`config.mk`:
```
export PLATFORM = sky130hd
export DESIGN_NAME = prio_arbiter
export DESIGN_NICKNAME = d
export VERILOG_FILES = /design/src/rtl/arb_pkg.sv /design/src/rtl/prio_enc16.sv /design/src/rtl/prio_arbiter.sv
export SDC_FILE = /design/constraint.sdc
export NUM_CORES = 1
export LEC_CHECK = 0
export ABC_CLOCK_PERIOD_IN_PS = 4100
export CAP_MARGIN = 30
export CORE_ASPECT_RATIO = 0.8
export CORE_MARGIN = 2
export CORE_UTILIZATION = 35
export CTS_CLUSTER_SIZE = 10
export DETAILED_ROUTE_END_ITERATION = 8
export HOLD_SLACK_MARGIN = 0.03
export SKIP_CTS_REPAIR_TIMING = 1
export SLEW_MARGIN = 10
export SYNTH_ARGS = -nofsm -noshare
export SYNTH_HDL_FRONTEND = slang
export SYNTH_HIERARCHICAL = 1
export SYNTH_SLANG_ARGS = --single-unit
```
`constraint.sdc`:
```
create_clock -name clk -period 4.1 [get_ports clk]
set_input_delay 1.025 -clock clk [delete_from_list [all_inputs] [get_ports clk]]
set_output_delay 1.025 -clock clk [all_outputs]
set_load 0.02 [all_outputs]
```
`src/rtl/arb_pkg.sv`:
```
// Shared types and constants for the 16-way priority arbiter.
// Also provides the helper that formats a grant index into the encoder's 8-bit code.
package arb_pkg;

    localparam int unsigned NUM_REQ   = 16;
    localparam int unsigned ID_W      = 4;
    localparam logic [7:0]  IDLE_CODE = 8'hF0;

    typedef enum logic [1:0] {
        IDLE = 2'd0,
        BUSY = 2'd1,
        GAP  = 2'd2
    } arb_state_e;

    function automatic logic [7:0] make_code(input logic [ID_W-1:0] id);
        return {4'h0, id};
    endfunction

endpackage

```
`src/rtl/prio_enc16.sv`:
```
// Combinational 16-input priority encoder searching downward from a start index.
// The search wraps, so index 0 is followed by index 15.
module prio_enc16
    import arb_pkg::*;
(
    input  logic [NUM_REQ-1:0] i_vec,
    input  logic [ID_W-1:0]    i_start,
    output logic               o_found,
    output logic [ID_W-1:0]    o_idx
);

    logic [ID_W-1:0] w_cand;

    // Walk from the farthest candidate toward i_start so the nearest hit is written last.
    always_comb begin
        o_found = 1'b0;
        o_idx   = '0;
        w_cand  = '0;
        for (int i = NUM_REQ - 1; i >= 0; i--) begin
            w_cand = i_start - ID_W'(i);
            if (i_vec[w_cand]) begin
                o_found = 1'b1;
                o_idx   = w_cand;
            end
        end
    end

endmodule

```
`src/rtl/prio_arbiter.sv`:
```
// Sequential 16-way arbiter: one grant at a time, held until done, withdrawal or hold timeout.
// Optional macro ROUND_ROBIN_EN rotates the search start past the previous winner.
//
// state | meaning
// IDLE  | no grant, sampling requests
// BUSY  | grant held, hold counter running
// GAP   | one dead cycle after any release
module prio_arbiter
    import arb_pkg::*;
#(
    parameter int unsigned HOLD_MAX = 255
)(
    input  logic       clk,
    input  logic       rst,
    input  logic [7:0] req_a,
    input  logic [7:0] req_b,
    input  logic       done,
    output logic       gnt_valid,
    output logic [3:0] gnt_id,
    output logic [7:0] gnt_code,
    output logic       timeout
);

    localparam logic [7:0] HOLD_LAST = 8'(HOLD_MAX - 1);

    arb_state_e          r_state;
    logic [7:0]          r_hold_cnt;
    logic                r_gnt_valid;
    logic [ID_W-1:0]     r_gnt_id;
    logic [7:0]          r_gnt_code;
    logic                r_timeout;

    logic [NUM_REQ-1:0]  w_req;
    logic [ID_W-1:0]     w_start;
    logic                w_found;
    logic [ID_W-1:0]     w_winner;

    assign w_req = {req_a, req_b};

`ifdef ROUND_ROBIN_EN
    logic [ID_W-1:0] r_last_id;

    assign w_start = r_last_id - 1'b1;

    always_ff @(posedge clk or posedge rst) begin
        if (rst) begin
            r_last_id <= 4'd15;
        end else if (r_state == IDLE && w_found) begin
            r_last_id <= w_winner;
        end
    end
`else
    assign w_start = 4'd15;
`endif

    prio_enc16 u_enc (
        .i_vec   (w_req),
        .i_start (w_start),
        .o_found (w_found),
        .o_idx   (w_winner)
    );

    always_ff @(posedge clk or posedge rst) begin
        if (rst) begin
            r_state     <= IDLE;
            r_hold_cnt  <= 8'd0;
            r_gnt_valid <= 1'b0;
            r_gnt_id    <= '0;
            r_gnt_code  <= IDLE_CODE;
            r_timeout   <= 1'b0;
        end else begin
            r_timeout <= 1'b0;
            case (r_state)
                IDLE: begin
                    if (w_found) begin
                        r_state     <= BUSY;
                        r_hold_cnt  <= 8'd0;
                        r_gnt_valid <= 1'b1;
                        r_gnt_id    <= w_winner;
                        r_gnt_code  <= make_code(w_winner);
                    end
                end
                BUSY: begin
                    // Release priority: done, then withdrawal, then hold expiry.
                    if (done || !w_req[r_gnt_id] || r_hold_cnt == HOLD_LAST) begin
                        r_state     <= GAP;
                        r_gnt_valid <= 1'b0;
                        r_gnt_id    <= '0;
                        r_gnt_code  <= IDLE_CODE;
                        r_timeout   <= !done && w_req[r_gnt_id];
                    end else begin
                        r_hold_cnt <= r_hold_cnt + 8'd1;
                    end
                end
                GAP: begin
                    r_state <= IDLE;
                end
                default: begin
                    r_state     <= IDLE;
                    r_gnt_valid <= 1'b0;
                    r_gnt_id    <= '0;
                    r_gnt_code  <= IDLE_CODE;
                end
            endcase
        end
    end

    assign gnt_valid = r_gnt_valid;
    assign gnt_id    = r_gnt_id;
    assign gnt_code  = r_gnt_code;
    assign timeout   = r_timeout;

endmodule

```
==> results of run 1 <==
final timing paths:
path / cells past startpoint / slack (ps) / end / start
worst max-delay path: 10 / 290 / r_hold_cnt[0]$_DFFE_PP0P_ / req_b[7]
worst min-delay path: 1 / 530 / gnt_valid$_DFFE_PP0P_ / gnt_valid$_DFFE_PP0P_
worst max register to register: 6 / 1650 / r_hold_cnt[2]$_DFFE_PP0P_ / gnt_id[0]$_DFFE_PP0P_
worst min register to register: 1 / 530 / gnt_valid$_DFFE_PP0P_ / gnt_valid$_DFFE_PP0P_
max in group asynchronous: 2 / 2520 / r_hold_cnt[5]$_DFFE_PP0P_ / rst
min in group asynchronous: 2 / 1160 / gnt_valid$_DFFE_PP0P_ / rst
report_power, final:
part	internal [mW]	leakage (nW)	total (mW)	switching, mW
sequential	0.215	0.224	0.294	0.0780
combinational	0.475	1.42	1.03	0.556
clock	0.131	0.0409	0.195	0.0648
kinds of logic (layout without fill, tap and decap cells):
| group | after synthesis | after routing | synth area share |
|---|---|---|---|
| simple gates | 107 | 107 | 0.163 |
| compound gates | 91 | 91 | 0.193 |
| mux | 89 | 89 | 0.389 |
| buf+inv | 39 | 70 | 0.0705 |
| flops | 17 | 17 | 0.122 |
| xor+xnor | 10 | 10 | 0.0293 |
| fa+ha+maj | 9 | 9 | 0.0322 |
| other cells | 1 | 14 | 0.00107 |
sequential cells by signal, indices dropped and copies added, names as in the netlist:
| signal | flops |
|---|---|
| r_state | 2 |
| timeout | 1 |
| gnt_code | 2 |
| gnt_id | 3 |
| gnt_valid | 1 |
| r_hold_cnt | 8 |
stage by stage:
stage,instances,worst slack [ps],cell area [um2],total power [mW]
after global placement,539,143,4010,1.28
after floorplan,376,489,3550,1.04
after global routing,543,200,4090,1.62
final,543,289,4090,1.52
after CTS,543,292,4090,1.49
after detailed placement,539,67.6,4010,1.28
routing by layer:
metal	vias up	routed length, um	GRT usage
met4	0	151	0.0317
met2	134	4570	0.306
met1	1585	4810	0.294
met5	-	0	0
li1	1493	-	-
met3	17	768	0.0356
Yosys cell counts, drive strengths merged, types with 2 or more instances:
master,n,share of area
inv,10,0.011
and2,4,0.0075
o311ai,4,0.010
a22oi,3,0.0064
a21boi,4,0.0097
clkbuf,5,0.0082
a21oi,30,0.049
o21a,3,0.0064
mux2i,43,0.12
nand3,6,0.0086
a31oi,5,0.0089
nor2,26,0.028
ha,9,0.032
a2bb2oi,6,0.024
o22ai,5,0.0089
and3,7,0.013
o21ai,10,0.014
nand2,25,0.027
nor4,2,0.0036
mux4,33,0.22
a22o,2,0.0050
nor2b,10,0.018
dfrtp,16,0.11
a211oi,2,0.0043
buf,23,0.048
nand2b,8,0.014
mux2,13,0.042
o31ai,2,0.0057
xor2,4,0.012
o2bb2ai,3,0.0075
nor3,4,0.0057
xnor2,6,0.017
or2,3,0.0054
nand4,4,0.0072
area by class of cell:
| type | count | area (um2) |
|---|---|---|
| clock buffer | 3 | 75.1 |
| clock inverter | 1 | 5.00 |
| fill | 971 | 5600 |
| inverter | 10 | 37.5 |
| multi-input combinational | 320 | 2870 |
| sequential | 17 | 427 |
| tap | 136 | 170 |
| timing repair buffer | 56 | 500 |
==> metrics.md, run 1 <==
| Metric | Value |
|---|---|
| Pleak | `1.68 nW` |
| Die X | `between 100 and 150 um` |
| #FFs+latches synth | `17` |
| Status | `completed` |
| Clock Latency Late Sink | `250 ps` |
| Worst-case clock buffer depth | `2` |
| DP HPWL | `7940 um` |
| CP Max Fanout | `8` |
| HP Class | `reg2reg` |
| Starting density of the core | `0.361` |
| Largest net degree at the start of global routing | `29` |
| Worst Path Required | `around 4300 ps` |
| VDD IR max | `0.261 mV` |
| Headroom to the max-slew limit | `0.574` |
| Crit-path cells | `clkdlybuf4s50_1 -> mux4_1 -> mux4_2 -> or3_4 -> nor4_1 -> nand4_1 -> nand2b_1 -> nor2_1 -> nand3b_4 -> mux2i_1` |
| Die height | `93.4 um` |
| # rows | `32` |
| Remaining Overflow, GRT | `0` |
| Hold Fails Final Rpt | `0` |
| Clk pin slew, worst setup/hold paths | `approximately 50 ps` |
| Fin crit share | `0.929` |
| Power Density | `372 nW/um2` |
| GRT Total Usage | `0.198` |
| Initial drt markers | `245` |
| Number of vias per cell | `roughly 5.9` |
| Synth cell types | `73` |
| Main synth FF type | `dfrtp_1` |
| TritonCTS clock tree | `done` |
| Share of layout cells above drive strength 1 | `0.216` |
| Drt pass-1 iters | `5` |
| Vias in the first global route | `3091` |
| Worst Max-Slew Pin Slew | `638 ps` |
| Most frequent cells in the layout | `43 x mux2i_1, 32 x clkdlybuf4s50_1, 26 x nor2_1, 26 x a21oi_1, 25 x nand2_1` |
| Io pins | `33` |
| CP delay by family, top | `multiplexers` |
| Number of synthesized flops with an enable pin | `0` |
| MaxCap Viol Count | `0` |
| Area delta synth->final | `16.9%` |
| Clock skew | `roughly 3.7 ps` |
| Setup_tns | `0 ps` |
| Fin util | `0.422` |
| WL per Instance | `roughly 19 um` |
| Max-slew violation count | `0` |
| Post-route DRC | `0` |
| Commonest non-fill, non-tap cell in the layout | `mux2i_1` |
| Highest-delay cell along the critical path | `mux4_1` |
| Min Tclk post-route | `3810 ps` |
| Ys Warns | `6` |
| Buf/Inv on CP | `1` |
| Setup CP Type | `in2reg` |
| Port-buffer cells | `32` |
| DR vias | `3229` |
| Final hold slack | `530 ps` |
| Async set or reset register ratio after synthesis | `1.00` |
| Syn avg cell area | `9.64 um2` |
| Post-synthesis sequential area ratio | `0.122` |
| CTS sink count | `17` |
| RSZ-0062 raised after global routing | `no` |
| Depth of the CTS H-tree | `1` |
| Clock root cell | `clkbuf_16` |
| Nets | `436` |
| Antenna cells | `0` |
| Antenna violations before repair | `0` |
| Max frequency | `262 MHz` |
| Core Region | `9690 um2` |
| ANT nets after route | `0` |
| First-pass GRT wire length | `16900 um` |
| Endpoints failing setup | `0` |
| Cells after Synth | `363` |
| Worst setup EP type | `flop` |
| CP peak stage delay | `580 ps` |
| Die area | `10800 um2` |
| Nature of the critical path startpoint | `input port` |
| Placer congestion estimate | `about 0.95` |
| Mapped cell area | `3500 um2` |
| Post-Route WL | `10300 um` |
| Crit path DAT | `3980 ps` |
| Inserted Clock Buffers | `3` |
Note: power is estimated with default switching activity, not from simulation.
==> run 2: changes to the inputs <==
- CELL_PAD_IN_SITES_DETAIL_PLACEMENT: unset -> 1
- CELL_PAD_IN_SITES_GLOBAL_PLACEMENT: unset -> 2
- PLACE_DENSITY: unset -> 0.79
==> run 2 against run 1 <==
Effect of this change: first-iteration DRC count down 15%; non-clock buffer count up 2; worst setup slack worse by 17 ps; core utilization up 0.22 points; sequential share of layout area down 0.054 points; cell count up 0.37%; largest cell class unchanged.
==> metrics.md, run 2 (same netlist as run 1, synthesis figures left out) <==
| Metric | Value |
|---|---|
| Status | `completed` |
| Post-Place Cell Area | `4020 um2 (+0.37%)` |
| CP startpoint | `req_b[5]` |
| Fin crit share | `0.934 (+0.00426)` |
| Drt pass-1 iters | `5 (unchanged)` |
| Clock root cell | `clkbuf_16` |
| Largest net degree at the start of global routing | `29 (unchanged)` |
| VDD IR max | `0.238 mV (-8.9%)` |
| ANT nets after route | `0 (unchanged)` |
| Flip-flop count of the largest register after layout | `8 (unchanged)` |
| Placer congestion estimate | `0.885 (-7.2%)` |
| Clk pin slew, worst setup/hold paths | `50 ps (about the same)` |
| Area delta synth->final | `17.5%` |
| Hold Startpoint | `gnt_valid$_DFFE_PP0P_` |
| Pleak | `1.69 nW (+0.58%)` |
| Max-slew violation count | `0 (unchanged)` |
| Share of layout cells above drive strength 1 | `0.222 (+0.00628)` |
| Clock skew | `0.968 ps (-2.73 ps)` |
| Post-Place Cells | `541 (+0.37%)` |
| Fin util | `0.424 (+0.00220)` |
| Vias in the first global route | `3182 (+2.9%)` |
| Max frequency | `261 MHz (-0.46%)` |
| GRT Total Usage | `0.221 (+0.0232)` |
| Nature of the critical path startpoint | `input port` |
| Crit path DAT | `4000 ps (+20 ps)` |
| TritonCTS clock tree | `done` |
| Starting density of the core | `0.361 (unchanged)` |
| Highest-delay cell along the critical path | `mux4_1` |
| Die height | `93.4 um (unchanged)` |
| Depth of the CTS H-tree | `1 (unchanged)` |
| Inserted Clock Buffers | `3 (unchanged)` |
| Io pins | `33 (unchanged)` |
| CP peak stage delay | `570 ps (about the same)` |
| MaxCap Viol Count | `0 (unchanged)` |
| Post-route DRC | `0 (unchanged)` |
| Nets | `438 (+0.46%)` |
| Register with the most flip-flops | `r_hold_cnt` |
| Antenna cells | `0 (unchanged)` |
| DP HPWL | `9180 um (+16%)` |
| RSZ-0062 raised after global routing | `no` |
| Power Density | `380 nW/um2 (+2.1%)` |
| Remaining Overflow, GRT | `0 (unchanged)` |
| Min Tclk post-route | `3830 ps (+17.5 ps)` |
| Worst setup EP type | `flop` |
| Worst r2r src | `gnt_id[0]$_DFFE_PP0P_` |
| # rows | `32 (unchanged)` |
| HP Class | `reg2reg` |
| Headroom to the max-slew limit | `0.544 (-0.0305)` |
| Worst Path Required | `4270 ps (about the same)` |
| Die area | `10800 um2 (unchanged)` |
| CP Max Fanout | `8 (unchanged)` |
| Initial drt markers | `209 (-15%)` |
| Worst-case clock buffer depth | `2 (unchanged)` |
| Most frequent cells in the layout | `43 x mux2i_1, 32 x clkdlybuf4s50_1, 26 x nor2_1, 26 x a21oi_1, 26 x buf_4` |
| Final Non-Filler Cells | `545 (+0.37%)` |
| Post-route design area | `4110 um2 (+0.52%)` |
| WL per Instance | `21.4 um (+13%)` |
| Post-Route WL | `11600 um (+13%)` |
| Hold Fails Final Rpt | `0 (unchanged)` |
| Port-buffer cells | `32 (unchanged)` |
| First-pass GRT wire length | `18500 um (+9.6%)` |
| Setup CP Type | `in2reg` |
| Commonest non-fill, non-tap cell in the layout | `mux2i_1` |
| Clock Latency Late Sink | `250 ps (about the same)` |
| Antenna violations before repair | `0 (unchanged)` |
| Endpoints failing setup | `0 (unchanged)` |
| DR vias | `3290 (+1.9%)` |
| Core Region | `9690 um2 (unchanged)` |
| Design Power | `1.56 mW (+2.7%)` |
| Worst Max-Slew Pin Slew | `684 ps (+45.8 ps)` |
| Crit-path cells | `clkdlybuf4s50_1 -> mux4_1 -> mux4_2 -> or3_4 -> nor4_2 -> nand4_1 -> nand2b_1 -> nor2_1 -> nand3b_4 -> mux2i_1` |
| Number of vias per cell | `6.04 (+1.5%)` |
| Die X | `116 um (unchanged)` |
| Setup_tns | `0 ps (unchanged)` |
| CTS sink count | `17 (unchanged)` |
run 2: worst paths after layout:
| path | endpoint | slack [ps] | cells after the start |
|---|---|---|---|
| max | r_hold_cnt[0]$_DFFE_PP0P_ | 270 | 10 |
| min reg2reg | gnt_valid$_DFFE_PP0P_ | 520 | 1 |
| max in group asynchronous | r_hold_cnt[6]$_DFFE_PP0P_ | 2480 | 2 |
| min | gnt_valid$_DFFE_PP0P_ | 520 | 1 |
| max reg2reg | r_hold_cnt[5]$_DFFE_PP0P_ | 1450 | 6 |
| min in group asynchronous | gnt_valid$_DFFE_PP0P_ | 1190 | 2 |
run 2: metrics by stage:
stage / setup WS [ps] / hold WS (ps)
2_1_floorplan: 489 / 490
5_1_grt: 72.4 / 538
6_report: 272 / 522
3_5_place_dp: -14.6 / 514
3_3_place_gp: 135 / 498
4_1_cts: 242 / 525
run 2: final cells by class:
type                       instances  area, um2
clock buffer                       3       75.1
clock inverter                     1       5.00
fill                            1149       5580
inverter                          10       37.5
multi-input combinational        320       2880
sequential                        17        427
tap                              136        170
timing repair buffer              58        515
run 2: per-layer routing:
| metal | vias up | wire length, um | share of wire | GRT usage |
|---|---|---|---|---|
| met5 | - | 0 | 0 | 0 |
| met4 | 0 | 8 | 0.00069 | 0.0109 |
| met3 | 2 | 645 | 0.055 | 0.0240 |
| met2 | 114 | 5100 | 0.44 | 0.332 |
| met1 | 1677 | 5890 | 0.51 | 0.355 |
| li1 | 1497 | - | - | - |
run 2: worst max-delay path: cells and delay by family:
family,cells,cell delay (ps)
AND/OR/NAND/NOR,6,1270
buffers and inverters,1,420
multiplexers,3,1280
run 2: power by group:
part | total (mW) | switching (mW) | internal, mW
combinational | 1.06 | 0.582 | 0.477
sequential | 0.304 | 0.0887 | 0.215
clock | 0.198 | 0.0673 | 0.131
total | 1.56 | 0.738 | 0.822
==> run 3: changes to the inputs <==
- CORE_UTILIZATION: 35 -> 31
- GPL_ROUTABILITY_DRIVEN: unset -> 1
- PLACE_DENSITY: 0.79 -> 0.87
- SYNTH_HIERARCHICAL: 1 -> unset
==> run 3 against run 2 <==
Effect of this change: routed wire length down 72%; clock-buffer cell count increased by 1; combinational power decreased by 52%; largest power group unchanged; largest cell class unchanged; clock skew about the same; sequential power shrank 4%; via count down 68%; global-route usage fell by 5.9 points; first-iteration DRC count shrank 71%; design area down 62%; register-to-register slack better by 330 ps; area after synthesis is 65% lower.
==> metrics.md, run 3 <==
| Metric | Value |
|---|---|
| Status | `completed` |
| Clock root cell | `clkbuf_8` |
| Synth cell types | `50 (-32%)` |
| Cells after Synth | `127 (-65%)` |
| Mapped Nets | `approximately 150` |
| Post-Place Cell Area | `1530 um2 (-62%)` |
| Design Power | `924 uW (-41%)` |
| Pleak | `0.651 nW (-62%)` |
| Clk pin slew, worst setup/hold paths | `70 ps (+20 ps)` |
| GRT Total Usage | `0.162 (-0.0593)` |
| VDD IR max | `0.158 mV (-34%)` |
| Headroom to the max-slew limit | `0.553 (+0.00975)` |
| MaxCap Viol Count | `0 (unchanged)` |
| CTS sink count | `17 (unchanged)` |
| Register with the most flip-flops | `r_hold_cnt` |
| Ys Warns | `0 (-6)` |
| Die X | `73.9 um (-36%)` |
| Highest-delay cell along the critical path | `or4_4` |
| Power Density | `589 nW/um2 (+55%)` |
| Commonest non-fill, non-tap cell in the layout | `clkdlybuf4s50_1` |
| Endpoints failing setup | `0 (unchanged)` |
| DR vias | `1057 (-68%)` |
| Synth area leader | `dfrtp_1` |
| Largest net degree at the start of global routing | `18 (-38%)` |
| CP peak stage delay | `590 ps (+20 ps)` |
| #FFs+latches synth | `17 (unchanged)` |
| Depth of the CTS H-tree | `1 (unchanged)` |
| Async set or reset register ratio after synthesis | `1.00 (unchanged)` |
| RSZ-0062 raised after global routing | `no` |
| CP Max Fanout | `10 (+2)` |
| Buf/Inv on CP | `1 (unchanged)` |
| Share of layout cells above drive strength 1 | `0.123 (-0.0991)` |
| Post-synthesis sequential area ratio | `0.352 (+0.230)` |
| Final hold slack | `504 ps (-18.5 ps)` |
| Antenna cells | `0 (unchanged)` |
| Worst Path Required | `4290 ps (+20 ps)` |
| Io pins | `33 (unchanged)` |
| Port-buffer cells | `32 (unchanged)` |
| Antenna violations before repair | `0 (unchanged)` |
| Worst-case clock buffer depth | `2 (unchanged)` |
| Mapped cell area | `1210 um2 (-65%)` |
| WL per Instance | `15.4 um (-28%)` |
| Die area | `4430 um2 (-59%)` |
| Vias in the first global route | `1140 (-64%)` |
| Worst setup EP type | `flop` |
| Max-slew violation count | `0 (unchanged)` |
| Crit-path cells | `clkdlybuf4s50_1 -> or4_4 -> nor4b_4 -> a211o_1 -> nand2_2 -> a31oi_1 -> a41o_1` |
| Max frequency | `342 MHz (+31%)` |
| Nature of the critical path startpoint | `input port` |
| Starting density of the core | `0.321 (-0.0405)` |
| DP HPWL | `2570 um (-72%)` |
| Placer congestion estimate | `0.779 (-12%)` |
| Hold Fails Final Rpt | `0 (unchanged)` |
| Main synth FF type | `dfrtp_1` |
| # rows | `20 (-38%)` |
| Min Tclk post-route | `2920 ps (-907 ps)` |
| Die height | `59.9 um (-36%)` |
| Final setup margin | `1180 ps (+907 ps)` |
| Nets | `176 (-60%)` |
| Number of vias per cell | `5.06 (-16%)` |
| Inserted Clock Buffers | `3 (unchanged)` |
| Setup CP Type | `in2reg` |
| Post-Route WL | `3210 um (-72%)` |
| Number of synthesized flops with an enable pin | `0 (unchanged)` |
| Post-route DRC | `0 (unchanged)` |
| Top-area cell type share of the netlist area | `0.331 (+0.189)` |
| Flip-flop count of the largest register after layout | `8 (unchanged)` |
| HP Class | `reg2reg` |
| Remaining Overflow, GRT | `0 (unchanged)` |
| Syn avg cell area | `9.54 um2 (-1.0%)` |
| Most frequent cells in the layout | `32 x clkdlybuf4s50_1, 16 x dfrtp_1, 14 x nor2_1, 12 x mux2i_1, 10 x nand2_1` |
| Setup_tns | `0 ps (unchanged)` |
| Crit path DAT | `3120 ps (-880 ps)` |
| Fillers | `449 (-61%)` |
| Clock Latency Late Sink | `250 ps (about the same)` |
| Area delta synth->final | `29.6%` |
| Cell with the most instances after synthesis | `dfrtp_1` |
| Drt pass-1 iters | `4 (-1)` |
| Worst slack at placement | `926 ps (+940 ps)` |
| First-pass GRT wire length | `5570 um (-70%)` |
| Initial drt markers | `60 (-71%)` |
| Worst Max-Slew Pin Slew | `653 ps (-30.8 ps)` |
| Clock skew | `1.16 ps (+0.196 ps)` |
| TritonCTS clock tree | `done` |
| ANT nets after route | `0 (unchanged)` |
| Core Region | `3780 um2 (-61%)` |
| Post-route design area | `1570 um2 (-62%)` |
| CP delay by family, top | `simple AND/OR/NAND/NOR gates` |
| Fin crit share | `0.713 (-0.221)` |
| Largest cells by area after synthesis | `dfrtp_1 33%, mux2i_1 9.9%, buf_4 4.3%` |
| Commonest cells in the netlist | `16 x dfrtp_1, 14 x nor2_1, 12 x mux2i_1` |
[run 3: changes by cell type in the layout (fill, tap and decap cells not counted), moves of 13 or more]
cell	change
conb_1	-14
mux2i_1	-31
mux2_2	-13
a21oi_1	-23
mux4_2	-22
buf_4	-26
nand2_1	-15
[run 3: stage by stage]
step,utilization,cells
finish,0.416,209
global route,0.416,209
CTS,0.416,209
detailed placement,0.404,205
global placement,0.404,205
floorplan,-,127
[run 3: layout make-up]
| type | count | area [um2] | area share |
|---|---|---|---|
| timing repair buffer | 32 | 320 | 0.204 |
| sequential | 17 | 427 | 0.272 |
| clock buffer | 4 | 45.0 | 0.0287 |
| inverter | 7 | 26.3 | 0.0167 |
| tap | 55 | 68.8 | 0.0438 |
| multi-input combinational | 94 | 683 | 0.435 |
[run 3: cell families (layout without fill, tap and decap cells)]
family                   after synthesis  after routing  share of synthesized area
AND/OR/NAND/NOR                       51             51                      0.249
buffers and inverters                 16             43                     0.0837
XOR/XNOR                               2              2                     0.0145
flip-flops                            17             17                      0.352
multiplexers                          12             12                     0.0992
AO/OA/AOI/OAI                         27             27                      0.181
adder cells (fa/ha/maj)                2              2                     0.0207
[run 3: worst paths after layout]
check	from	endpoint	slack, ps	depth (start not counted)
max	req_b[7]	r_hold_cnt[5]$_DFFE_PP0P_	1180	7
min	r_hold_cnt[3]$_DFFE_PP0P_	r_hold_cnt[3]$_DFFE_PP0P_	500	1
max reg2reg	gnt_id[0]$_DFFE_PP0P_	gnt_id[1]$_DFFE_PP0P_	1780	6
min reg2reg	r_hold_cnt[3]$_DFFE_PP0P_	r_hold_cnt[3]$_DFFE_PP0P_	500	1
max in group asynchronous	rst	r_hold_cnt[7]$_DFFE_PP0P_	2500	2
min in group asynchronous	rst	timeout$_DFF_PP0_	1180	2
[run 3: power by group]
group / internal (mW) / switching [mW]
combinational: 0.229 / 0.276
sequential: 0.217 / 0.0758
clock: 0.0690 / 0.0579
total: 0.515 / 0.410
[run 3: routing by layer]
layer,GRT usage,wire (um)
met1,0.223,1570
met2,0.273,1550
met3,0.0287,77
met4,0.0234,11
met5,0,0
